[src/rtl/thermo_pkg.sv]
// Shared types and constants for the thermometer-mask decoder.
package thermo_pkg;

    localparam int unsigned DEF_WIDTH = 32;
    localparam int unsigned DEF_LANES = 8;

    typedef enum logic [1:0] {
        IDLE,
        SCAN,
        DONE
    } state_t;

    // Result field width: must be able to hold the value WIDTH itself.
    function automatic int unsigned idx_w(input int unsigned width);
        return $clog2(width + 1);
    endfunction

endpackage

[src/rtl/thermo_lane.sv]
// Combinational per-chunk slice: popcount, lowest set bit, and gap/zero flags.
module thermo_lane
    import thermo_pkg::*;
#(
    parameter  int unsigned LANES = DEF_LANES,
    localparam int unsigned POP_W = $clog2(LANES + 1),
    localparam int unsigned OFF_W = (LANES > 1) ? $clog2(LANES) : 1
) (
    input  logic [LANES-1:0] i_chunk,
    input  logic             i_seen_one,
    output logic [POP_W-1:0] o_popcnt,
    output logic [OFF_W-1:0] o_low_off,
    output logic             o_nonzero,
    output logic             o_gap,
    output logic             o_has_zero
);

    logic [LANES:0]   w_pre_one;
    logic [LANES-1:0] w_gap_bit;

    // w_pre_one[i] is set when any bit below position i is a one.
    assign w_pre_one[0] = 1'b0;

    for (genvar g = 0; g < LANES; g++) begin : g_bit
        assign w_pre_one[g+1] = w_pre_one[g] | i_chunk[g];
        assign w_gap_bit[g]   = ~i_chunk[g] & w_pre_one[g];
    end

    always_comb begin
        o_popcnt  = '0;
        o_low_off = '0;
        o_nonzero = 1'b0;
        for (int unsigned i = 0; i < LANES; i++) begin
            o_popcnt = o_popcnt + POP_W'(i_chunk[i]);
            if (i_chunk[i] && !o_nonzero) begin
                o_low_off = OFF_W'(i);
                o_nonzero = 1'b1;
            end
        end
    end

    assign o_gap      = |w_gap_bit;
    // A zero anywhere breaks the code once a one has been seen in an earlier chunk.
    assign o_has_zero = i_seen_one & ~(&i_chunk);

endmodule

[src/rtl/thermo_decoder.sv]
// Thermometer-mask decoder: recovers first-set index, popcount and well-formedness.
// Define THERMO_DECODER_ASSERT_EN to compile in protocol/result assertions.
module thermo_decoder
    import thermo_pkg::*;
#(
    parameter  int unsigned WIDTH = DEF_WIDTH,
    parameter  int unsigned LANES = DEF_LANES,
    localparam int unsigned IDX_W = idx_w(WIDTH)
) (
    input  logic             clk,
    input  logic             reset_n,
    input  logic             in_valid,
    output logic             in_ready,
    input  logic [WIDTH-1:0] in_data,
    output logic             out_valid,
    input  logic             out_ready,
    output logic [IDX_W-1:0] out_index,
    output logic [IDX_W-1:0] out_count,
    output logic             out_thermo
);

    localparam int unsigned NCHUNK = WIDTH / LANES;
    localparam int unsigned CNT_W  = (NCHUNK > 1) ? $clog2(NCHUNK) : 1;
    localparam int unsigned POP_W  = $clog2(LANES + 1);
    localparam int unsigned OFF_W  = (LANES > 1) ? $clog2(LANES) : 1;
    localparam logic [CNT_W-1:0] LAST_CHUNK = CNT_W'(NCHUNK - 1);

    state_t             r_state;
    logic [WIDTH-1:0]   r_shift;
    logic [CNT_W-1:0]   r_chunk;
    logic [IDX_W-1:0]   r_count;
    logic [IDX_W-1:0]   r_index;
    logic               r_seen;
    logic               r_broken;

    logic [POP_W-1:0]   w_pop;
    logic [OFF_W-1:0]   w_off;
    logic               w_nonzero;
    logic               w_gap;
    logic               w_has_zero;
    logic [IDX_W-1:0]   w_count_nxt;
    logic [IDX_W-1:0]   w_index_nxt;
    logic               w_seen_nxt;
    logic               w_broken_nxt;

    thermo_lane #(
        .LANES(LANES)
    ) u_lane (
        .i_chunk    (r_shift[LANES-1:0]),
        .i_seen_one (r_seen),
        .o_popcnt   (w_pop),
        .o_low_off  (w_off),
        .o_nonzero  (w_nonzero),
        .o_gap      (w_gap),
        .o_has_zero (w_has_zero)
    );

    always_comb begin
        w_count_nxt  = r_count + IDX_W'(w_pop);
        w_seen_nxt   = r_seen | w_nonzero;
        w_broken_nxt = r_broken | w_gap | w_has_zero;
        w_index_nxt  = r_index;
        if (!r_seen && w_nonzero) begin
            w_index_nxt = IDX_W'(r_chunk) * IDX_W'(LANES) + IDX_W'(w_off);
        end
    end

    always_ff @(posedge clk or negedge reset_n) begin
        if (!reset_n) begin
            r_state    <= IDLE;
            r_shift    <= '0;
            r_chunk    <= '0;
            r_count    <= '0;
            r_index    <= '0;
            r_seen     <= 1'b0;
            r_broken   <= 1'b0;
            in_ready   <= 1'b1;
            out_valid  <= 1'b0;
            out_index  <= '0;
            out_count  <= '0;
            out_thermo <= 1'b0;
        end else begin
            case (r_state)
                IDLE: begin
                    if (in_valid) begin
                        r_shift  <= in_data;
                        r_chunk  <= '0;
                        r_count  <= '0;
                        r_index  <= '0;
                        r_seen   <= 1'b0;
                        r_broken <= 1'b0;
                        in_ready <= 1'b0;
                        r_state  <= SCAN;
                    end
                end
                SCAN: begin
                    r_shift  <= r_shift >> LANES;
                    r_chunk  <= r_chunk + CNT_W'(1);
                    r_count  <= w_count_nxt;
                    r_index  <= w_index_nxt;
                    r_seen   <= w_seen_nxt;
                    r_broken <= w_broken_nxt;
                    // Results are published from the next-state values of the final chunk.
                    if (r_chunk == LAST_CHUNK) begin
                        out_index  <= w_seen_nxt ? w_index_nxt : IDX_W'(WIDTH);
                        out_count  <= w_count_nxt;
                        out_thermo <= ~w_broken_nxt;
                        out_valid  <= 1'b1;
                        r_state    <= DONE;
                    end
                end
                DONE: begin
                    if (out_ready) begin
                        out_valid <= 1'b0;
                        in_ready  <= 1'b1;
                        r_state   <= IDLE;
                    end
                end
                default: begin
                    r_state   <= IDLE;
                    in_ready  <= 1'b1;
                    out_valid <= 1'b0;
                end
            endcase
        end
    end

`ifdef THERMO_DECODER_ASSERT_EN
    a_excl: assert property (@(posedge clk) disable iff (!reset_n)
        out_valid |-> !in_ready);
    a_count_range: assert property (@(posedge clk) disable iff (!reset_n)
        out_valid |-> (32'(out_count) <= WIDTH));
    a_thermo_count: assert property (@(posedge clk) disable iff (!reset_n)
        (out_valid && out_thermo) |-> (32'(out_count) == WIDTH - 32'(out_index)));
    a_hold: assert property (@(posedge clk) disable iff (!reset_n)
        (out_valid && !out_ready) |=> (out_valid && $stable(out_index)
                                       && $stable(out_count) && $stable(out_thermo)));
`endif

endmodule

[config.mk]
export PLATFORM = sky130hd
export DESIGN_NAME = thermo_decoder
export DESIGN_NICKNAME = d
export VERILOG_FILES = /design/src/rtl/thermo_pkg.sv /design/src/rtl/thermo_lane.sv /design/src/rtl/thermo_decoder.sv
export SDC_FILE = /design/constraint.sdc
export NUM_CORES = 1
export LEC_CHECK = 0
export BUFFER_PORTS_ARGS = -buffer_cell sky130_fd_sc_hd__buf_2
export CAP_MARGIN = 25
export CORE_ASPECT_RATIO = 1.5
export CORE_MARGIN = 10
export CORE_UTILIZATION = 45
export CTS_CLUSTER_SIZE = 40
export DETAILED_ROUTE_END_ITERATION = 7
export PLACE_DENSITY_LB_ADDON = 0.05
export SYNTH_ARGS = -nofsm -noshare
export SYNTH_HDL_FRONTEND = slang
export SYNTH_SLANG_ARGS = --single-unit
export TNS_END_PERCENT = 5
[constraint.sdc]
create_clock -name clk -period 10 [get_ports clk]
set_clock_uncertainty 0.2 [all_clocks]
set_input_delay 2 -clock clk [delete_from_list [all_inputs] [get_ports clk]]
set_output_delay 2 -clock clk [all_outputs]
set_load 0.02 [all_outputs]
== Word-level counts from Yosys, hierarchy flattened ==
Cells that the tools add are included.
Word-level totals
  flip-flop bits (word level): 65
  latch bits: 0
  bits in writable memories: 0
  ROM bits: 0
  word-level logic and storage cells: 117
  memories: 0
Operators by class
  add/sub/neg operators: 10
  multiply operators: 0
  divide/modulo/power cells: 0
  order comparisons: 0
  equal/unequal tests: 6
  shift-type cells: 0
  mux-type cells: 36
  bitwise operators: 28
  reduce and logical (&&, ||, !) cells: 25
Operators with widths (number)
  $pmux 32 s2: 1
  $mux 32: 1
  $add 4x1->4: 6
  $pmux 6 s2: 2
  $mux 3: 6
  $mux 6: 3
  $mux 1: 13
  $not 1->1: 11
  $or 1x1->1: 9
  $reduce_and 3->1: 3
  $and 1x1->1: 8
  $logic_and 1x1->1: 8
  $logic_not 1->1: 8
  $mux 2: 4
  $reduce_and 8->1: 1
  $reduce_or 7->1: 1
  $add 5x3->6: 1
  $add 6x4->6: 1
  $ne 2x2->1 const B: 3
  $pmux 1 s3: 2
  $pmux 2 s3: 1
  $eq 2x2->1 const B: 2
  $pmux 1 s2: 2
  $pmux 2 s2: 1
  other kinds (6): 7

== Depth between registers and ports, before layout ==
  depth in word-level cells: 25
  mapped depth: 14

== Hierarchy ==
A second synthesis with hierarchy kept.
Second synthesis, totals
  cells, all modules: 357
  area total of the unflattened synthesis: 3393.3 sq um
Modules (own cells, without submodules)
  thermo_decoder: instances 1, cells an instance 308, area each 3021.6 sq um, seq. area each 1627.8 sq um
  thermo_lane: instances 1, cells an instance 49, area each 371.6 sq um, seq. area each 0.0 sq um

== Least setup slack after synthesis ==
Ideal clock, no wire load.
  kind: reg-to-reg
  from: register r_shift[1]
  to: register r_count[5]
  setup time: 0.147 ns
  data arrival time: 3.446 ns
  data required time: 9.653 ns
  path slack: 6.208 ns
  cell stages (with the launch flop): 14
  cells stage by stage: dfrtp_1 -> inv_1 -> ha_1 -> inv_1 -> fa_1 -> fa_1 -> fa_1 -> inv_1 -> fa_1 -> ha_1 -> a21o_1 -> a22o_1 -> mux2i_1 -> o311ai_0
On the way
  cells in the longest elaborated chain, start to end: 9
Ends and longest elaborated chain
  start, declared: line thermo_decoder.sv:29  | logic [WIDTH-1:0] r_shift;
  start signal, assigned: line thermo_decoder.sv:86  | r_shift <= in_data;
  start signal, assigned: line thermo_decoder.sv:97  | r_shift <= r_shift >> LANES;
  $add 1x1->2: line thermo_lane.sv:34  | o_popcnt = o_popcnt + POP_W'(i_chunk[i]);
  $add 4x1->4 (6 in a row): line thermo_lane.sv:34
  $add 6x4->6: line thermo_decoder.sv:59  | w_count_nxt = r_count + IDX_W'(w_pop);
  $pmux 6 s2: line thermo_decoder.sv:83  | case (r_state)
  end signal, assigned: line thermo_decoder.sv:99  | r_count <= w_count_nxt;
  end, declared: line thermo_decoder.sv:31  | logic [IDX_W-1:0] r_count;
Every way passes these cells.
A chain may end at the register's enable or synchronous reset.

== Final worst setup path ==
Ends and elaborated chain as after synthesis.

==> flow_summary.yaml <==
placement:
  hpwlAfterDp_microns: 5830
  dpl_cell_area_sq_um: 3780
  gp_congestion: 0.816
  port_buffers: 50
global_route:
  grt_pass1_wl_microns: 14000
  grt_usage_pct: 14.9
  grt_pass1_vias: 2876
  grt_max_degree: 66
  antenna_found_initial: 0
  grt-ovfl-total: 0
floorplan:
  die_area_sq_um: 11700
  io_pins: 51
  die_height_microns: 127
  initial_core_util_pct: 45.7
  chipWidth_microns: 91.6
  fp-row-count: 39
  fp.coreArea_sq_um: 7560
critical_path:
  critPathCaptureType: "register"
  arrival_ps: 3970
  timing.rr.end: "r_count[5]$_DFFE_PN0P_"
  crit_type: "register to register"
  r2r_cells: 13
  start_kind: "register"
  required_ps: 9990
  r2r-start: "r_shift[1]$_DFFE_PN0P_"
  crit_chain: "inv_1 -> ha_1 -> inv_1 -> fa_1 -> fa_1 -> fa_1 -> inv_1 -> fa_1 -> ha_1 -> a21o_1 -> a22o_1 -> mux2i_1 -> o311ai_0"
  crit_path_frequent_cell: "fa_1"
  cpPeakStageDelay_ps: 500
  slowest_stage: "fa_1"
  path_max_fanout: 6
  crit_path_start: "r_shift[1]$_DFFE_PN0P_"
  r2r_setup_slack_ps: 6020
  endpoint: "r_count[5]$_DFFE_PN0P_"
yosys:
  async_flop_share_pct: 100
  synth_nets: 426
  yosys.area_share.simple_pct: 19.3
  synthFlopType: "dfrtp_1"
  synth_compound_gate_area_share_pct: 20.5
  ys_seq_area_share_pct: 47.1
  synth_area_sq_um: 3460
  synth_xor_area_share_pct: 0.506
  ys_ff_latch: 65
  syn_avg_cell_area_sq_um: 9.23
  netlist_instances: 375
  ys_types: 41
  synth_top_family_by_area: "compound AO/OA/AOI/OAI gates"
  synthMuxAreaShare_pct: 1.23
  synth_edf_count: 0
  synth_adder_area_share_pct: 6.51
  yosysWarnings: 0
clock_tree:
  clock_latency_ps: 330
  hold_buffers: 0
  cts_max_level: 3
  cts_resized: 0
  cts.sinks: 65
  clk_pin_slew_ps: 50
  cts_setup_buffers: 0
  clock-root-buffer: "clkbuf_16"
  cts_tree: "built"
  max-clock-path-buffers: 2
  cts_buffers: 9
drt:
  drc_errors: 0
  wl_microns: 8290
  drt_iter0_markers: 107
  drt-pass1-iter-count: 4
  wire_per_inst_microns: 15.8
  num_vias: 2768
  antenna_left: 0
  viasPerCell: 5.29
timing:
  fmax_mhz: 251
  slew_viol_final: 0
  fin_crit_sh_pct: 39.8
  rsz0062_at_grt: "false"
  worst_pin_slew_ps: 1010
  hold_viol: 0
  period_minus_slack_ps: 3980
  tns_ps: 0
  slew_headroom_pct: 32.6
  finalSetupViolCount: 0
power:
  power_leakage_nw: 1.96
  seq_power_share_pct: 33.3
  switching_share_pct: 41.6
  p_int_mw: 0.813
  combPwrFrac_pct: 45.9
  clock_power_share_pct: 20.8
  power_switching_mw: 0.578
  irDropWorstVdd_uv: 126
  p_per_area_nw_per_um2: 343
outcome:
  outcome: "completed"
layout:
  syn_to_final_growth_pct: 17.1
  design_area_sq_um: 4050
  layout_commonest_cell: "dfrtp_1"
  mostFrequentLayoutCells: "dfrtp_1 (64), nand2_1 (57), buf_2 (50)"
  num_antenna_cells: 0
  fin_nets: 467
  drive_gt1_share_pct: 17.6
min_path:
  hold_path_class: "register to register"
  hold_path_depth: 2
run:
  drv_cap: 0
[area by class of cell]
class | instances | area [sq um]
Clock buffer | 14 | 264
Clock inverter | 2 | 12.5
Fill cell | 746 | 3510
Inverter | 19 | 71.3
Multi-Input combinational cell | 267 | 1670
Sequential cell | 65 | 1630
Tap cell | 102 | 128
Timing Repair Buffer | 54 | 280
[per-stage QoR]
step / power (mW) / hold slack (ps) / utilization, % / instances / worst slack, ps
after floorplan: 0.938 / 250 / - / 375 / 6210
after global placement: 1.10 / 258 / 49.9 / 507 / 6110
after detailed placement: 1.12 / 262 / 49.9 / 507 / 6000
after CTS: 1.42 / 274 / 53.6 / 523 / 5990
after global routing: 1.52 / 298 / 53.6 / 523 / 5790
final: 1.39 / 272 / 53.6 / 523 / 6020
[sequential cells by signal, indices dropped and copies added (netlist names)]
signal	cells
in_ready	1
out_count	6
out_index	6
out_thermo	1
out_valid	1
r_broken	1
r_chunk	2
r_count	6
r_index	6
r_seen	1
r_shift	32
r_state	2
[routing by layer]
metal / vias up / GRT usage, % / routed length [microns]
li1: 1387 / - / -
met1: 1309 / 16.6 / 3530
met2: 61 / 25.4 / 4230
met3: 11 / 4.98 / 387
met4: 0 / 5.83 / 134
met5: - / 0 / 0
[synth_stat cells, types with 3 or more instances]
cell type	number	area share, %
nand2b_1	4	0.72
and3b_1	24	6.1
dfrtp_1	64	46
o21bai_1	3	0.65
nor3_1	6	0.87
clkbuf_1	16	1.7
a22o_1	4	1.0
o31ai_1	4	0.87
nor2_1	10	1.1
a21oi_1	45	6.5
o21ai_0	48	6.9
buf_1	4	0.43
nor2b_1	12	2.2
and2_1	3	0.54
buf_2	4	0.58
nand2_1	57	6.2
ha_1	10	3.6
fa_1	5	2.9
o21a_1	3	0.65
inv_1	19	2.1
[critical path: cells and delay by family, from the launching register on]
family	cells	cell delay, ps
adder cells (fa/ha/maj)	6	2300
AO/OA/AOI/OAI	3	560
flip-flops	1	420
multiplexers	1	150
buffers and inverters	3	200
[power by group through the flow]
stage | registers [mW] | clock network, mW | logic [mW]
CTS | 0.465 | 0.298 | 0.655
global placement | 0.465 | 0 | 0.634
finish | 0.463 | 0.289 | 0.639
global route | 0.479 | 0.309 | 0.735
detailed placement | 0.468 | 0 | 0.651
floorplan | 0.465 | 0 | 0.472
[worst min path at each step]
stage | start | to
final | out_count[4]$_DFFE_PN0P_ | out_count[4]$_DFFE_PN0P_
after global routing | out_index[0]$_DFFE_PN0P_ | out_index[0]$_DFFE_PN0P_
after CTS | out_count[4]$_DFFE_PN0P_ | out_count[4]$_DFFE_PN0P_
after detailed placement | out_count[4]$_DFFE_PN0P_ | out_count[4]$_DFFE_PN0P_
after global placement | out_index[4]$_DFFE_PN0P_ | out_index[4]$_DFFE_PN0P_
after floorplan | r_shift[10]$_DFFE_PN0P_ | r_shift[10]$_DFFE_PN0P_
[cells by family after synthesis]
logic type	count (synthesis)
fa+ha+maj	15
mux	4
xor+xnor	2
compound gates	124
simple gates	122
flops	65
buf+inv	43
Power figures use the tool's default switching activity.
